## src/rtl/cpu19_pkg.sv

```systemverilog
// Shared definitions for the 19-bit CPU datapath: widths, opcodes, the
// divide-by-zero result and the pipeline payload structs.
// Optional feature macro: ALU_STATUS_FLAGS_EN adds zero/negative status bits
// to the writeback payload.
package cpu19_pkg;

    localparam int unsigned DATA_W = 19;
    localparam int unsigned OPC_W  = 5;
    localparam int unsigned IMM_W  = 10;
    localparam int unsigned RD_W   = 3;

    localparam logic [OPC_W-1:0] OP_ADD = 5'b00000;
    localparam logic [OPC_W-1:0] OP_SUB = 5'b00001;
    localparam logic [OPC_W-1:0] OP_MUL = 5'b00010;
    localparam logic [OPC_W-1:0] OP_DIV = 5'b00011;
    localparam logic [OPC_W-1:0] OP_MAC = 5'b01000;

    localparam logic [DATA_W-1:0] DIV0_RESULT = 19'h7FFFF;

    // EX register contents; opcode is already remapped for the ALU, so the
    // MAC marker has to travel separately
    typedef struct packed {
        logic              is_mac;
        logic [OPC_W-1:0]  opcode;
        logic [DATA_W-1:0] a;
        logic [DATA_W-1:0] b;
        logic [IMM_W-1:0]  imm;
        logic [RD_W-1:0]   rd;
    } ex_pay_t;

    // WB register contents
    typedef struct packed {
`ifdef ALU_STATUS_FLAGS_EN
        logic              zero;
        logic              neg;
`endif
        logic [RD_W-1:0]   rd;
        logic [DATA_W-1:0] data;
    } wb_pay_t;

    // The ALU has no MAC operation; it computes the product and the stage adds the accumulator
    function automatic logic [OPC_W-1:0] alu_opc_map(input logic [OPC_W-1:0] opc);
        return (opc == OP_MAC) ? OP_MUL : opc;
    endfunction

endpackage

```

## src/rtl/pipe_slice.sv

```systemverilog
// Single-entry valid/ready register slice with a parameterised payload.
// Ports: clk, rst (async, active high); in_valid/in_ready/in_data upstream;
// out_valid/out_ready/out_data downstream. in_ready is combinational from
// the slice state and out_ready, which allows one transfer per cycle.
module pipe_slice #(
    parameter int unsigned W = 1
) (
    input  logic         clk,
    input  logic         rst,
    input  logic         in_valid,
    output logic         in_ready,
    input  logic [W-1:0] in_data,
    output logic         out_valid,
    input  logic         out_ready,
    output logic [W-1:0] out_data
);

    logic load;

    assign in_ready = !out_valid || out_ready;
    assign load     = in_valid && in_ready;

    // Payload loads on an upstream transfer and is held otherwise
    always_ff @(posedge clk or posedge rst) begin
        if (rst) begin
            out_valid <= 1'b0;
            out_data  <= '0;
        end else if (load) begin
            out_valid <= 1'b1;
            out_data  <= in_data;
        end else if (out_ready) begin
            out_valid <= 1'b0;
        end
    end

endmodule

```

## src/rtl/alu_exec_stage.sv

```systemverilog
// Execute/writeback stage around the external combinational 19-bit ALU.
// EX slice registers the decoded instruction and feeds the ALU; WB slice
// captures the result for the register file. The stage owns the MAC
// accumulator and the sticky divide-by-zero flag.
// Ports: clk, rst (async, active high); in_* upstream instruction with
// valid/ready; acc_clr accumulator clear; alu_* to/from the ALU; wb_*
// writeback with valid/ready; div0 sticky flag; acc accumulator value.
// Optional feature macro: ALU_STATUS_FLAGS_EN adds wb_zero and wb_neg.
module alu_exec_stage
    import cpu19_pkg::*;
(
    input  logic              clk,
    input  logic              rst,
    input  logic              in_valid,
    output logic              in_ready,
    input  logic [OPC_W-1:0]  in_opcode,
    input  logic [DATA_W-1:0] in_a,
    input  logic [DATA_W-1:0] in_b,
    input  logic [IMM_W-1:0]  in_imm,
    input  logic [RD_W-1:0]   in_rd,
    input  logic              acc_clr,
    output logic [DATA_W-1:0] alu_a,
    output logic [DATA_W-1:0] alu_b,
    output logic [OPC_W-1:0]  alu_opcode,
    output logic [IMM_W-1:0]  alu_imm,
    input  logic [DATA_W-1:0] alu_result,
    output logic              wb_valid,
    input  logic              wb_ready,
    output logic [RD_W-1:0]   wb_rd,
    output logic [DATA_W-1:0] wb_data,
`ifdef ALU_STATUS_FLAGS_EN
    output logic              wb_zero,
    output logic              wb_neg,
`endif
    output logic              div0,
    output logic [DATA_W-1:0] acc
);

    localparam int unsigned EX_W = $bits(ex_pay_t);
    localparam int unsigned WB_W = $bits(wb_pay_t);

    ex_pay_t           ex_d;
    ex_pay_t           ex_q;
    wb_pay_t           wb_d;
    wb_pay_t           wb_q;
    logic              ex_valid;
    logic              wb_adv;
    logic              ex_adv;
    logic              div_by_zero;
    logic [DATA_W-1:0] acc_eff;
    logic [DATA_W-1:0] mac_sum;

    // Instruction fields as they enter EX
    always_comb begin
        ex_d        = '0;
        ex_d.is_mac = (in_opcode == OP_MAC);
        ex_d.opcode = alu_opc_map(in_opcode);
        ex_d.a      = in_a;
        ex_d.b      = in_b;
        ex_d.imm    = in_imm;
        ex_d.rd     = in_rd;
    end

    pipe_slice #(.W(EX_W)) u_ex (
        .clk      (clk),
        .rst      (rst),
        .in_valid (in_valid),
        .in_ready (in_ready),
        .in_data  (ex_d),
        .out_valid(ex_valid),
        .out_ready(wb_adv),
        .out_data (ex_q)
    );

    assign ex_adv = ex_valid && wb_adv;

    // Result selection for the instruction leaving EX
    always_comb begin
        acc_eff     = acc_clr ? '0 : acc;
        mac_sum     = alu_result + acc_eff;
        div_by_zero = (ex_q.opcode == OP_DIV) && (ex_q.b == '0);
        wb_d        = '0;
        wb_d.rd     = ex_q.rd;
        if (ex_q.is_mac) begin
            wb_d.data = mac_sum;
        end else if (div_by_zero) begin
            wb_d.data = DIV0_RESULT;
        end else begin
            wb_d.data = alu_result;
        end
`ifdef ALU_STATUS_FLAGS_EN
        wb_d.zero = (wb_d.data == '0);
        wb_d.neg  = wb_d.data[DATA_W-1];
`endif
    end

    pipe_slice #(.W(WB_W)) u_wb (
        .clk      (clk),
        .rst      (rst),
        .in_valid (ex_valid),
        .in_ready (wb_adv),
        .in_data  (wb_d),
        .out_valid(wb_valid),
        .out_ready(wb_ready),
        .out_data (wb_q)
    );

    // Accumulator: a MAC retiring this cycle already folded in any clear via acc_eff
    always_ff @(posedge clk or posedge rst) begin
        if (rst) begin
            acc <= '0;
        end else if (ex_adv && ex_q.is_mac) begin
            acc <= mac_sum;
        end else if (acc_clr) begin
            acc <= '0;
        end
    end

    // Sticky divide-by-zero flag, cleared only by reset
    always_ff @(posedge clk or posedge rst) begin
        if (rst) begin
            div0 <= 1'b0;
        end else if (ex_adv && div_by_zero) begin
            div0 <= 1'b1;
        end
    end

    assign alu_a      = ex_q.a;
    assign alu_b      = ex_q.b;
    assign alu_opcode = ex_q.opcode;
    assign alu_imm    = ex_q.imm;
    assign wb_rd      = wb_q.rd;
    assign wb_data    = wb_q.data;
`ifdef ALU_STATUS_FLAGS_EN
    assign wb_zero    = wb_q.zero;
    assign wb_neg     = wb_q.neg;
`endif

endmodule

```

## config.mk

```make
export PLATFORM = sky130hd
export DESIGN_NAME = alu_exec_stage
export DESIGN_NICKNAME = d
export VERILOG_FILES = /design/src/rtl/cpu19_pkg.sv /design/src/rtl/pipe_slice.sv /design/src/rtl/alu_exec_stage.sv
export SDC_FILE = /design/constraint.sdc
export NUM_CORES = 1
export LEC_CHECK = 0
export CAP_MARGIN = 20
export CORE_ASPECT_RATIO = 1.4
export CORE_MARGIN = 5
export CORE_UTILIZATION = 30
export DETAILED_ROUTE_END_ITERATION = 12
export PLACE_DENSITY = 0.66
export REMOVE_ABC_BUFFERS = 1
export SLEW_MARGIN = 5
export SYNTH_ARGS = -nofsm -noshare
export SYNTH_HDL_FRONTEND = slang
export SYNTH_HIERARCHICAL = 1
export SYNTH_SLANG_ARGS = --single-unit
```

## constraint.sdc

```tcl
create_clock -name clk -period 6.43 [get_ports clk]
set_clock_uncertainty 0.2 [all_clocks]
set_input_delay 0.9645 -clock clk [delete_from_list [all_inputs] [get_ports clk]]
set_output_delay 0.9645 -clock clk [all_outputs]
set_load 0.02 [all_outputs]
```

==> impl_metrics.csv <==
group,metric,value,unit
outcome,outcome,"finished, final reports clean",
finish,final_nets,716,
setup_path,cp_data_required_time,6.47,ns
synth,synth-async-reset-ratio,100,%
timing,fmax,229,MHz
finish,final_util,43.5,%
floorplanning,die_y,167,µm
routing,via_count,3991,
routing,drtIter0Drc,170,
placement,gp_congestion,0.903,
grt,use_met2,25.3,%
synth,ys.flop_type,"dfrtp_1",
setup_path,arrival,4.41,ns
floorplanning,die_x,122,µm
routing,drtAntennaViolNets,0,
setup_path,end_kind,"flop",
synth,netlist_area,5310,µm²
cts,clk_pin_slew_worst_paths,0.08,ns
routing,wl_per_cell,17.3,µm
setup_path,reg2reg_depth,12,
grt,use_met1,16.0,%
setup_path,crit_path_max_incr_delay,1.00,ns
synth,synth_seq_cells,101,
synth,synth_edf_count,0,
timing,rsz0062_at_grt,"false",
finish,seqCellArea,2530,µm²
routing,drc,0,
floorplanning,dieArea,20500,µm²
pwr,power.density,246,nW/µm²
cts,clk_latency,0.36,ns
setup_path,cp_common_cell,"a21oi_1",
finish,drive_gt1_share,18.2,%
setup_path,worstSetupPathType,"input port to flop",
worst_hold_path,whs_endpoint,"div0",
cts,cts_resized,0,
grt,gr-max-usage-layer,"met2",
grt,grt_pass1_wl,23800,µm
floorplanning,fp-row-count,57,
synth,syn_area_per_cell,11.8,µm²
worst_hold_path,min_from,"div0",
grt,grt_pass1_vias,4494,
timing,min_period,4.37,ns
grt,grt_usage,14.8,%
finish,antenna_cells,0,
timing,finalHoldViolations,0,
routing,wirelength,14800,µm
cts,holdBufCountCts,0,
finish,final_common_cell,"clkdlybuf4s50_1",
setup_path,path_cells,"clkdlybuf4s50_1 -> nor2b_1 -> ha_1 -> a21oi_1 -> o21a_1 -> o21ai_1 -> o311ai_1 -> o21bai_1 -> xnor2_1 -> a21oi_1 -> mux2_4",
cts,root_buffer,"clkbuf_16",
synth,syn_inst,450,
setup_path,crit_fanout,19,
timing,timing.final.crit_share,67.9,%
timing,worst_slew_pin_slew,0.906,ns
synth,synth_seq_area_share,47.6,%
setup_path,reg2reg_to,"u_wb/out_data[18]",
finish,nFillCells,1708,
placement,portBuffers,176,
grt,grt_start_max_net_pins,59,
grt,grtUsageMet3,6.44,%
floorplanning,num_io_pins,177,
finish,syn2layout_area_growth,42.4,%
setup_path,critPathSlowestCell,"clkdlybuf4s50_1",
worst_hold_path,hold_depth,1,
floorplanning,initial_core_util,30.5,%
setup_path,r2r_slack,3.30,ns
pwr,p_leak,3.30,nW
cts,cts-buffers-inserted,9,
finish,layout_common_cells,"176 x clkdlybuf4s50_1, 101 x dfrtp_1, 50 x mux2_4",
timing,drv_slew,0,
cts,cts_buffer_depth,2,
timing,fin_setup_tns,0,ns
routing,drt-pass1-iter-count,4,
finish,multi_input_area,2580,µm²
setup_path,r2r_start,"acc[0]",
cts,clock-sinks,101,
placement,dpl-instance-area,7230,µm²
timing,slew_headroom,39.6,%
grt,grt_overflow,0,
finish,design_area,7570,µm²
timing,setup_violations,0,
cts,htreeDepth,3,
grt,antenna_found_initial,0,
synth,ys_types,48,
pwr,power.ir.vdd_worst,125,µV
synth,ys_warn_count,6,
cts,cts_setup_buffers,0,
routing,via_per_inst,4.65,
setup_path,start_kind,"input port",
worst_hold_path,min_path_type,"flop to flop",
placement,hpwl,11100,µm
cts,cts_tree,"done",
floorplanning,design.core.area,17400,µm²
flow_run,cap_violations,0,
flip-flops by register name (all words and copies together), names as in the netlist:
signal and count:
acc 19, div0 1, u_ex/out_data 57, u_ex/out_valid 1
u_wb/out_data 22, u_wb/out_valid 1
cells in the mapped netlist (3+ instances only):
master      n  area, µm²
nor4_1      6       37.5
nand2_1    32        120
dfrtp_1   101       2530
nor3_1     11       55.1
nor2b_1    19        119
xnor2_1    10       87.6
a21o_1      6       45.0
o21bai_1    3       22.5
xor2_1      7       61.3
a21oi_1    34        170
inv_1      11       41.3
ha_1       18        225
nand3_1     8       40.0
nand4_1     4       25.0
o21ai_0    20        100
nor2_1     18       67.6
o21ai_1     4       20.0
nand2b_1    5       31.3
buf_6       4       45.0
mux2_2     30        338
mux2_4     50        751
buf_2       5       25.0
clkbuf_1   10       37.5
cells by family after synthesis:
family / count (synthesis) / synth area share (%)
xor+xnor: 17 / 2.80
flops: 101 / 47.6
mux: 82 / 20.9
simple gates: 116 / 11.4
compound gates: 79 / 8.74
buf+inv: 36 / 3.98
fa+ha+maj: 19 / 4.62
layer usage:
| metal | up-vias | wire length [µm] |
|---|---|---|
| met2 | 144 | 7450 |
| li1 | 1915 | - |
| met4 | 0 | 264 |
| met1 | 1917 | 5570 |
| met3 | 15 | 1530 |
| met5 | - | 0 |
worst max-delay path, delay by kind of cell:
family / cells / cell delay (ns)
xor gates and xnor gates: 1 / 0.23
muxes: 1 / 0.27
adders and majority gates: 1 / 0.41
buffers and inverters: 1 / 1.00
and+or+nand+nor: 1 / 0.15
AOI/OAI and AO/OA: 6 / 1.37
through the flow:
step / std cells / hold slack, ns / power, mW / setup slack [ns]
after floorplan: 425 / 0.276 / 1.06 / 3.07
after global placement: 840 / 0.266 / 1.32 / 1.80
after detailed placement: 840 / 0.286 / 1.33 / 1.67
after CTS: 856 / 0.309 / 1.89 / 2.05
after global routing: 858 / 0.334 / 1.95 / 1.82
final: 858 / 0.293 / 1.86 / 2.06
final cells by class:
class | count | share of cell area, %
Multi-Input combinational cell | 313 | 34.1
Sequential cell | 101 | 33.4
Timing Repair Buffer | 181 | 24.1
Tap cell | 236 | 3.90
Clock buffer | 9 | 2.98
Clock inverter | 7 | 0.959
Inverter | 11 | 0.546
worst max path at each step:
stage,from,end,slack [ns],depth (start not counted)
global route,acc_clr,u_wb/out_data[15],1.82,11
detailed placement,acc_clr,u_wb/out_data[15],1.67,11
global placement,acc_clr,u_wb/out_data[15],1.80,11
CTS,acc_clr,u_wb/out_data[15],2.05,11
finish,acc_clr,u_wb/out_data[15],2.06,11
floorplan,acc_clr,u_wb/out_data[18],3.07,12
power breakdown:
group          leakage (nW)  switching, mW  internal [mW]  total, mW
registers              1.22         0.0567          0.717      0.774
logic                  1.93          0.239          0.300      0.539
clock network         0.144          0.273          0.276      0.549
total                  3.30          0.569           1.29       1.86
No activity file was read; power rests on OpenSTA's default activity.
